## src/rtl/cpu_pkg.sv

```systemverilog
`default_nettype none
// ============================================================================
//  Module      : cpu_pkg
//  Description : Shared datapath constants for the CPU register file and
//                the stages that consume it.
//  Revision    : 1.0 - initial release
// ============================================================================
package cpu_pkg;

    // Default datapath geometry
    localparam int c_WIDTH  = 16;
    localparam int c_DEPTH  = 8;
    localparam int c_ADDR_W = 3;

    // Write-counter geometry; the counter sticks at its maximum
    localparam int         c_CNT_W   = 8;
    localparam logic [7:0] c_CNT_MAX = 8'hFF;

endpackage : cpu_pkg
`default_nettype wire

```

## src/rtl/reg_en.sv

```systemverilog
`default_nettype none
// ============================================================================
//  Module      : reg_en
//  Description : WIDTH-bit edge-triggered register with load enable and
//                asynchronous active-low clear.
//  Revision    : 1.0 - initial release
// ============================================================================
module reg_en #(
    parameter int WIDTH = 16
) (
    input  logic             clk,
    input  logic             resetn,
    input  logic             i_en,
    input  logic [WIDTH-1:0] i_d,
    output logic [WIDTH-1:0] o_q
);

    logic [WIDTH-1:0] r_q;

    // Clear immediately on reset; otherwise load only when enabled
    always_ff @(posedge clk or negedge resetn) begin
        if (!resetn) begin
            r_q <= '0;
        end else if (i_en) begin
            r_q <= i_d;
        end
    end

    assign o_q = r_q;

endmodule : reg_en
`default_nettype wire

```

## src/rtl/cpu_reg_file.sv

```systemverilog
`default_nettype none
// ============================================================================
//  Module      : cpu_reg_file
//  Description : DEPTH x WIDTH register file, one write port and two
//                combinational read ports. R0 is hardwired to zero. Counts
//                accepted writes in a saturating 8-bit counter.
//  Revision    : 1.0 - initial release
// ============================================================================
module cpu_reg_file
    import cpu_pkg::*;
#(
    parameter int WIDTH  = c_WIDTH,
    parameter int DEPTH  = c_DEPTH,
    parameter int ADDR_W = c_ADDR_W
) (
    input  logic              clk,
    input  logic              resetn,
    input  logic              we,
    input  logic [ADDR_W-1:0] waddr,
    input  logic [WIDTH-1:0]  wdata,
    input  logic [ADDR_W-1:0] raddr_a,
    input  logic [ADDR_W-1:0] raddr_b,
    output logic [WIDTH-1:0]  rdata_a,
    output logic [WIDTH-1:0]  rdata_b,
    output logic [7:0]        wr_count
);

    // A write counts only when it targets a real (non-zero) register
    logic w_accept;
    assign w_accept = we && (waddr != '0);

    // Register outputs; entry 0 is the constant-zero R0
    logic [WIDTH-1:0] w_rq [DEPTH];
    logic [DEPTH-1:1] w_wen;

    assign w_rq[0] = '0;

    // One enabled register per writable index, with a one-hot write decode
    generate
        for (genvar gi = 1; gi < DEPTH; gi++) begin : g_regs
            assign w_wen[gi] = w_accept && (waddr == ADDR_W'(gi));

            reg_en #(
                .WIDTH (WIDTH)
            ) u_reg (
                .clk    (clk),
                .resetn (resetn),
                .i_en   (w_wen[gi]),
                .i_d    (wdata),
                .o_q    (w_rq[gi])
            );
        end
    endgenerate

    // Read ports return the stored (pre-edge) value; no write bypass
    assign rdata_a = w_rq[raddr_a];
    assign rdata_b = w_rq[raddr_b];

    logic [c_CNT_W-1:0] r_wr_count;

    // Saturating count of accepted writes, cleared asynchronously
    always_ff @(posedge clk or negedge resetn) begin
        if (!resetn) begin
            r_wr_count <= '0;
        end else if (w_accept && (r_wr_count != c_CNT_MAX)) begin
            r_wr_count <= r_wr_count + 8'd1;
        end
    end

    assign wr_count = r_wr_count;

endmodule : cpu_reg_file
`default_nettype wire

```

## config.mk

```make
export PLATFORM = sky130hd
export DESIGN_NAME = cpu_reg_file
export DESIGN_NICKNAME = d
export VERILOG_FILES = /design/src/rtl/cpu_pkg.sv /design/src/rtl/reg_en.sv /design/src/rtl/cpu_reg_file.sv
export SDC_FILE = /design/constraint.sdc
export NUM_CORES = 1
export LEC_CHECK = 0
export BUFFER_PORTS_ARGS = -buffer_cell sky130_fd_sc_hd__buf_2
export CAP_MARGIN = 20
export CORE_MARGIN = 2
export CORE_UTILIZATION = 50
export DETAILED_ROUTE_END_ITERATION = 7
export PLACE_DENSITY = 0.72
export SYNTH_ARGS = -nofsm -noshare
export SYNTH_HDL_FRONTEND = slang
export SYNTH_SLANG_ARGS = --single-unit
```

## constraint.sdc

```tcl
create_clock -name clk -period 1.64 [get_ports clk]
set_clock_uncertainty 0.1 [all_clocks]
set_input_delay 0.328 -clock clk [delete_from_list [all_inputs] [get_ports clk]]
set_output_delay 0.328 -clock clk [all_outputs]
set_load 0.01 [all_outputs]
```

# == Yosys cells after proc, flatten, opt, wreduce, memory -nomap -nowiden ==
# Index checks and enable logic that the tools add are counted.
# op_classes
order_cmp,2
eq_ne,8
bitwise_logic,2
addsub,1
n_reduce_logical,10
n_mux,6
# op_table
cell,n
binary-select mux 16 bit (select 3 bit),2
two-way mux 16 bit,4
"equality test 3 bit, second input constant",4
logical AND 1 bit,9
"adder 8 x 1 -> 8 bit, second input constant",1
">= comparator 4 bit, second input constant",2
"inequality test 8 bit, second input constant",1
inverter 3 -> 4 bit,2
"equality test 3 x 2 -> 1 bit, second input constant",2
"equality test 3 x 1 -> 1 bit, second input constant",1
nonzero test 3 bit,1
# totals
inputBits,28
wordCells,37
register_bits,120

# == Longest topological paths before layout ==
# logic_depth
depth_word,4
mapped_depth,6
ltp_nobuf,4

# == Modules after synthesis ==
# Synthesis repeated with hierarchy kept, for this count alone.
# hier_totals
cells_unflattened,476
hier_area_um2,6841.6
# modules_own_cells
module,seq_area_each_um2,n_inst,area_each_um2,cells_per_inst
reg_en,400.4,7,649.4,34
cpu_reg_file,200.2,1,2296.0,238

# == Worst setup path after synthesis ==
# No wires, ideal clock.
# synth_timing
path_type,input -> output
startpoint,input port raddr_b[0]
endpoint,output port rdata_b[10]
path_buffers,2
stages,5
setup_slack_ns,-0.136
arrival_time_ns,1.348
required_ns,1.212
cell_sequence,buf_2 buf_6 mux4_2 nand2_1 o21ai_1
# synth_between
elab_chain_cells,4
# synth_rtl
element,line,source
"start, declared",cpu_reg_file.sv:22,"input logic [ADDR_W-1:0] raddr_b,"
inverter 3 -> 4 bit (not written as such),cpu_reg_file.sv:57,assign rdata_b = w_rq[raddr_b];
binary-select mux 16 bit (select 3 bit),cpu_reg_file.sv:57,
two-way mux 16 bit (not written as such) (2 in a row),cpu_reg_file.sv:57,
"end, declared",cpu_reg_file.sv:24,"output logic [WIDTH-1:0] rdata_b,"
# Every way passes these cells. The select of a mux whose other input is x is not followed.

# == Worst setup path in the final report ==
# layout_timing
startpoint,register g_regs[7].u_reg.r_q[13]
endpoint,output port rdata_a[13]
# layout_between
elab_chain_cells,3
# layout_rtl
element,line,source
"start, declared",reg_en.sv:18,logic [WIDTH-1:0] r_q;
"start signal, assigned",reg_en.sv:25,r_q <= i_d;
binary-select mux 16 bit (select 3 bit),cpu_reg_file.sv:56,assign rdata_a = w_rq[raddr_a];
two-way mux 16 bit (not written as such) (2 in a row),cpu_reg_file.sv:56,
"end, declared",cpu_reg_file.sv:23,"output logic [WIDTH-1:0] rdata_a,"
# Every way passes these cells. The select of a mux whose other input is x is not followed.

==> metrics.md <==
| Metric | Value |
|---|---|
| Post-route setup slack | `-0.379 ns` |
| Critical path class | `reg -> out` |
| Routed length per placed instance | `21.5 um` |
| Max Cap Viol | `0` |
| Clock Latency Late Sink | `0.42 ns` |
| Setup Viol. Count Final | `32` |
| Synth Area in Compound Gates | `7.08%` |
| Number of nets with antenna violations after routing | `0` |
| First-pass GRT wire length | `26900 um` |
| Adder-Cell Fraction of Synth Area | `0.190%` |
| Minimum clock period | `2.02 ns` |
| Largest family of logic cells by synthesized area | `multiplexers` |
| Hold path depth | `2` |
| Fin area | `8490 sq um` |
| Power density over the cells | `1310 nW/um^2` |
| Post-Synth XOR/XNOR Area | `0.400%` |
| Num ports | `68` |
| Initial core utilization | `51.7%` |
| Synthesized net count | `497` |
| Cells after Synth | `468` |
| Drt first pass iters | `4` |
| Fin nets | `605` |
| # DRC | `0` |
| Site Rows | `41` |
| Number of DRC markers in iteration 0 | `375` |
| Critical R2R Capture | `wr_count[1]$_DFFE_PN0P_` |
| Reg2reg path depth | `4` |
| Post-DP Area | `7510 sq um` |
| VDD IR max | `0.907 mV` |
| Startpoint Class | `flip-flop` |
| Hold_ws | `0.121 ns` |
| I/O Buffers | `67` |
| Die H | `119 um` |
| Max-slew headroom | `77.0%` |
| Worst-Margin Slew | `0.345 ns` |
| Total wire length | `16400 um` |
| Yosys cell types | `32` |
| Layout cells sized above 1 | `71.0%` |
| Core area | `12700 sq um` |
| DR vias/cell | `5.89` |
| Hpwl dp | `10500 um` |
| Most common cell after layout, fill and taps aside | `mux2_2` |
| Synth top area cells | `dfrtp_1, mux2_2, mux4_2, mux2_4, a22oi_1` |
| Syn-to-layout area delta | `29.2%` |
| Worst setup EP type | `output port` |
| Fmax | `0.495 GHz` |
| Mux share of post-synthesis cell area | `37.5%` |
| Failing checks | `setup timing` |
| Share of the synthesized area in the top cell type | `45.7%` |
| CP max stage delay | `0.49 ns` |
| Commonest cells after routing, fill and taps aside | `mux2_2, dfrtp_1, buf_2, buf_4, mux4_2` |
| Final slew viol count | `0` |
| Clk pwr share | `36.0%` |
| Worst reg2reg path startpoint | `wr_count[0]$_DFFE_PN0P_` |
| Max H-tree Level | `4` |
| Crit-path max FO | `3` |
| Worst hold path type | `in -> reg` |
| Worst setup startpoint | `g_regs[7].u_reg.o_q[13]$_DFFE_PN0P_` |
| Aggregate global routing overflow | `0` |
| Antenna Cells | `0` |
| Final RePlAce weighted congestion | `0.835` |
| Synth area leader | `dfrtp_1` |
| Die area | `14100 sq um` |
| CTS Buf Count | `17` |
| Hold Crit Start | `wdata[12]` |
| DR vias | `4483` |
| Status | `complete, but fails checks` |
| Initial antenna violation count | `0` |
| Final Hold Viols | `0` |
| Syn avg cell area | `14.0 sq um` |
| Max clock buf depth | `2` |
| CTS tree | `done` |
| CTS sink count | `120` |
| Simple-gate share of the synthesized area | `4.26%` |
| Seq pwr share | `38.2%` |
| CP cell instances | `mux4_2 > nand2_2 > o21ai_2 > buf_2` |
| CTS clock-pin slew for the worst setup and hold paths | `0.06 ns` |
| Number of synthesis warnings | `0` |
| Net Sw Frac | `27.5%` |
| Chip width | `119 um` |
| GRT Overall Usage | `25.0%` |
| Setup slack, reg-to-reg | `0.06 ns` |
| Seq cells post-synth | `120` |
| Largest net degree at the start of global routing | `65` |
| CTS root buf | `clkbuf_16` |
| P_int | `8.07 mW` |
| Vias in the first global route | `4864` |
| Critical Path AT | `1.59 ns` |
| Worst Hold Path EP | `g_regs[1].u_reg.o_q[12]$_DFFE_PN0P_` |
| Crit path required time | `1.21 ns` |
| Crit-path slowest cell | `mux4_2` |
| Final Cycle Share | `123%` |
| NetSw | `3.07 mW` |
| Logic pwr share | `25.9%` |
| Synthesized area | `6580 sq um` |
| Unrepaired setup endpoints after global routing | `true` |
| Final Total Pwr | `11.1 mW` |
| Leakage power | `3.73 nW` |
| Seq/Total Area, Yosys | `45.7%` |
[power by group through the flow]
stage | Clock, mW | Combinational, mW | Sequential [mW]
floorplan | 0 | 1.85 | 4.11
global placement | 0 | 2.49 | 4.17
detailed placement | 0 | 2.58 | 4.25
CTS | 4.08 | 2.79 | 4.23
global route | 4.21 | 3.11 | 4.35
finish | 4.01 | 2.88 | 4.25
[how the worst max path moves through the flow]
| stage | to | slack, ns | cells past startpoint |
|---|---|---|---|
| finish | rdata_a[13] | -0.38 | 4 |
| CTS | rdata_b[13] | -0.38 | 4 |
| detailed placement | rdata_a[14] | -0.37 | 6 |
| floorplan | rdata_a[12] | -0.03 | 6 |
| global route | rdata_b[9] | -0.43 | 4 |
| global placement | rdata_a[14] | -0.37 | 7 |
[logic make-up after synthesis]
logic type / count (synthesis)
XOR/XNOR: 3
adder cells (fa/ha/maj): 1
AND/OR/NAND/NOR: 41
flip-flops: 120
buffers and inverters: 53
multiplexers: 180
AO/OA/AOI/OAI: 70
[cell type report]
type	instances	area [sq um]
clock buffers	24	502
flip-flops and latches	120	3000
inverters	14	52.6
well taps	172	215
repair buffers	128	1020
clock inverters	8	140
multi-input cells	295	3560
fillers	950	4230
[per-layer routing]
layer	global-route usage [%]	vias to the layer above	share of wire [%]
met1	31.9	2323	42
met4	8.71	0	1.9
li1	-	2007	-
met5	0	-	0
met2	41.9	124	51
met3	5.89	29	4.5
[flip-flops by register name, indices dropped and copies added (netlist names)]
name / cells
wr_count: 8
g_regs.u_reg.o_q: 112
[through the flow]
stage | setup TNS (ns) | setup WS (ns) | util, % | instances
after CTS | -11.34 | -0.377 | 65.8 | 756
after floorplan | -0.262 | -0.0252 | - | 468
final | -10.98 | -0.379 | 66.8 | 761
after global placement | -8.92 | -0.373 | 59.0 | 718
after global routing | -12.81 | -0.428 | 66.8 | 761
after detailed placement | -9.29 | -0.365 | 59.0 | 718
[worst max-delay path: cells and delay by family, from the launching register on]
family / cells / cell delay [ns]
AOI/OAI and AO/OA: 1 / 0.05
buffers and inverters: 1 / 0.14
DFF: 1 / 0.40
muxes: 1 / 0.49
and+or+nand+nor: 1 / 0.08
[synthesized netlist by cell type, drive strengths merged]
cell type and n:
o21ai 19, mux4 32, nand3 2, a221oi 14, nor2b 2, and4bb 2, and3 2, ha 1
nand4b 3, o211ai 2, nor3 1, nor4b 1, a22oi 18, o31a 1, dfrtp 120, a41oi 1
inv 14, nand4 5, buf 30, xnor2 3, nand2 23, a21oi 15, clkbuf 9, mux2 148
[timing repair]
action / 4_1_cts / 5_1_grt
setup buffers: 5 / 5
setup endpoints to repair: 32 / 32
hold endpoints to repair: 120 / 0
pin swaps: 28 / 8
hold buffers: 1 / 0
resized for setup: 50 / 19
Power figures use the tool's default switching activity.
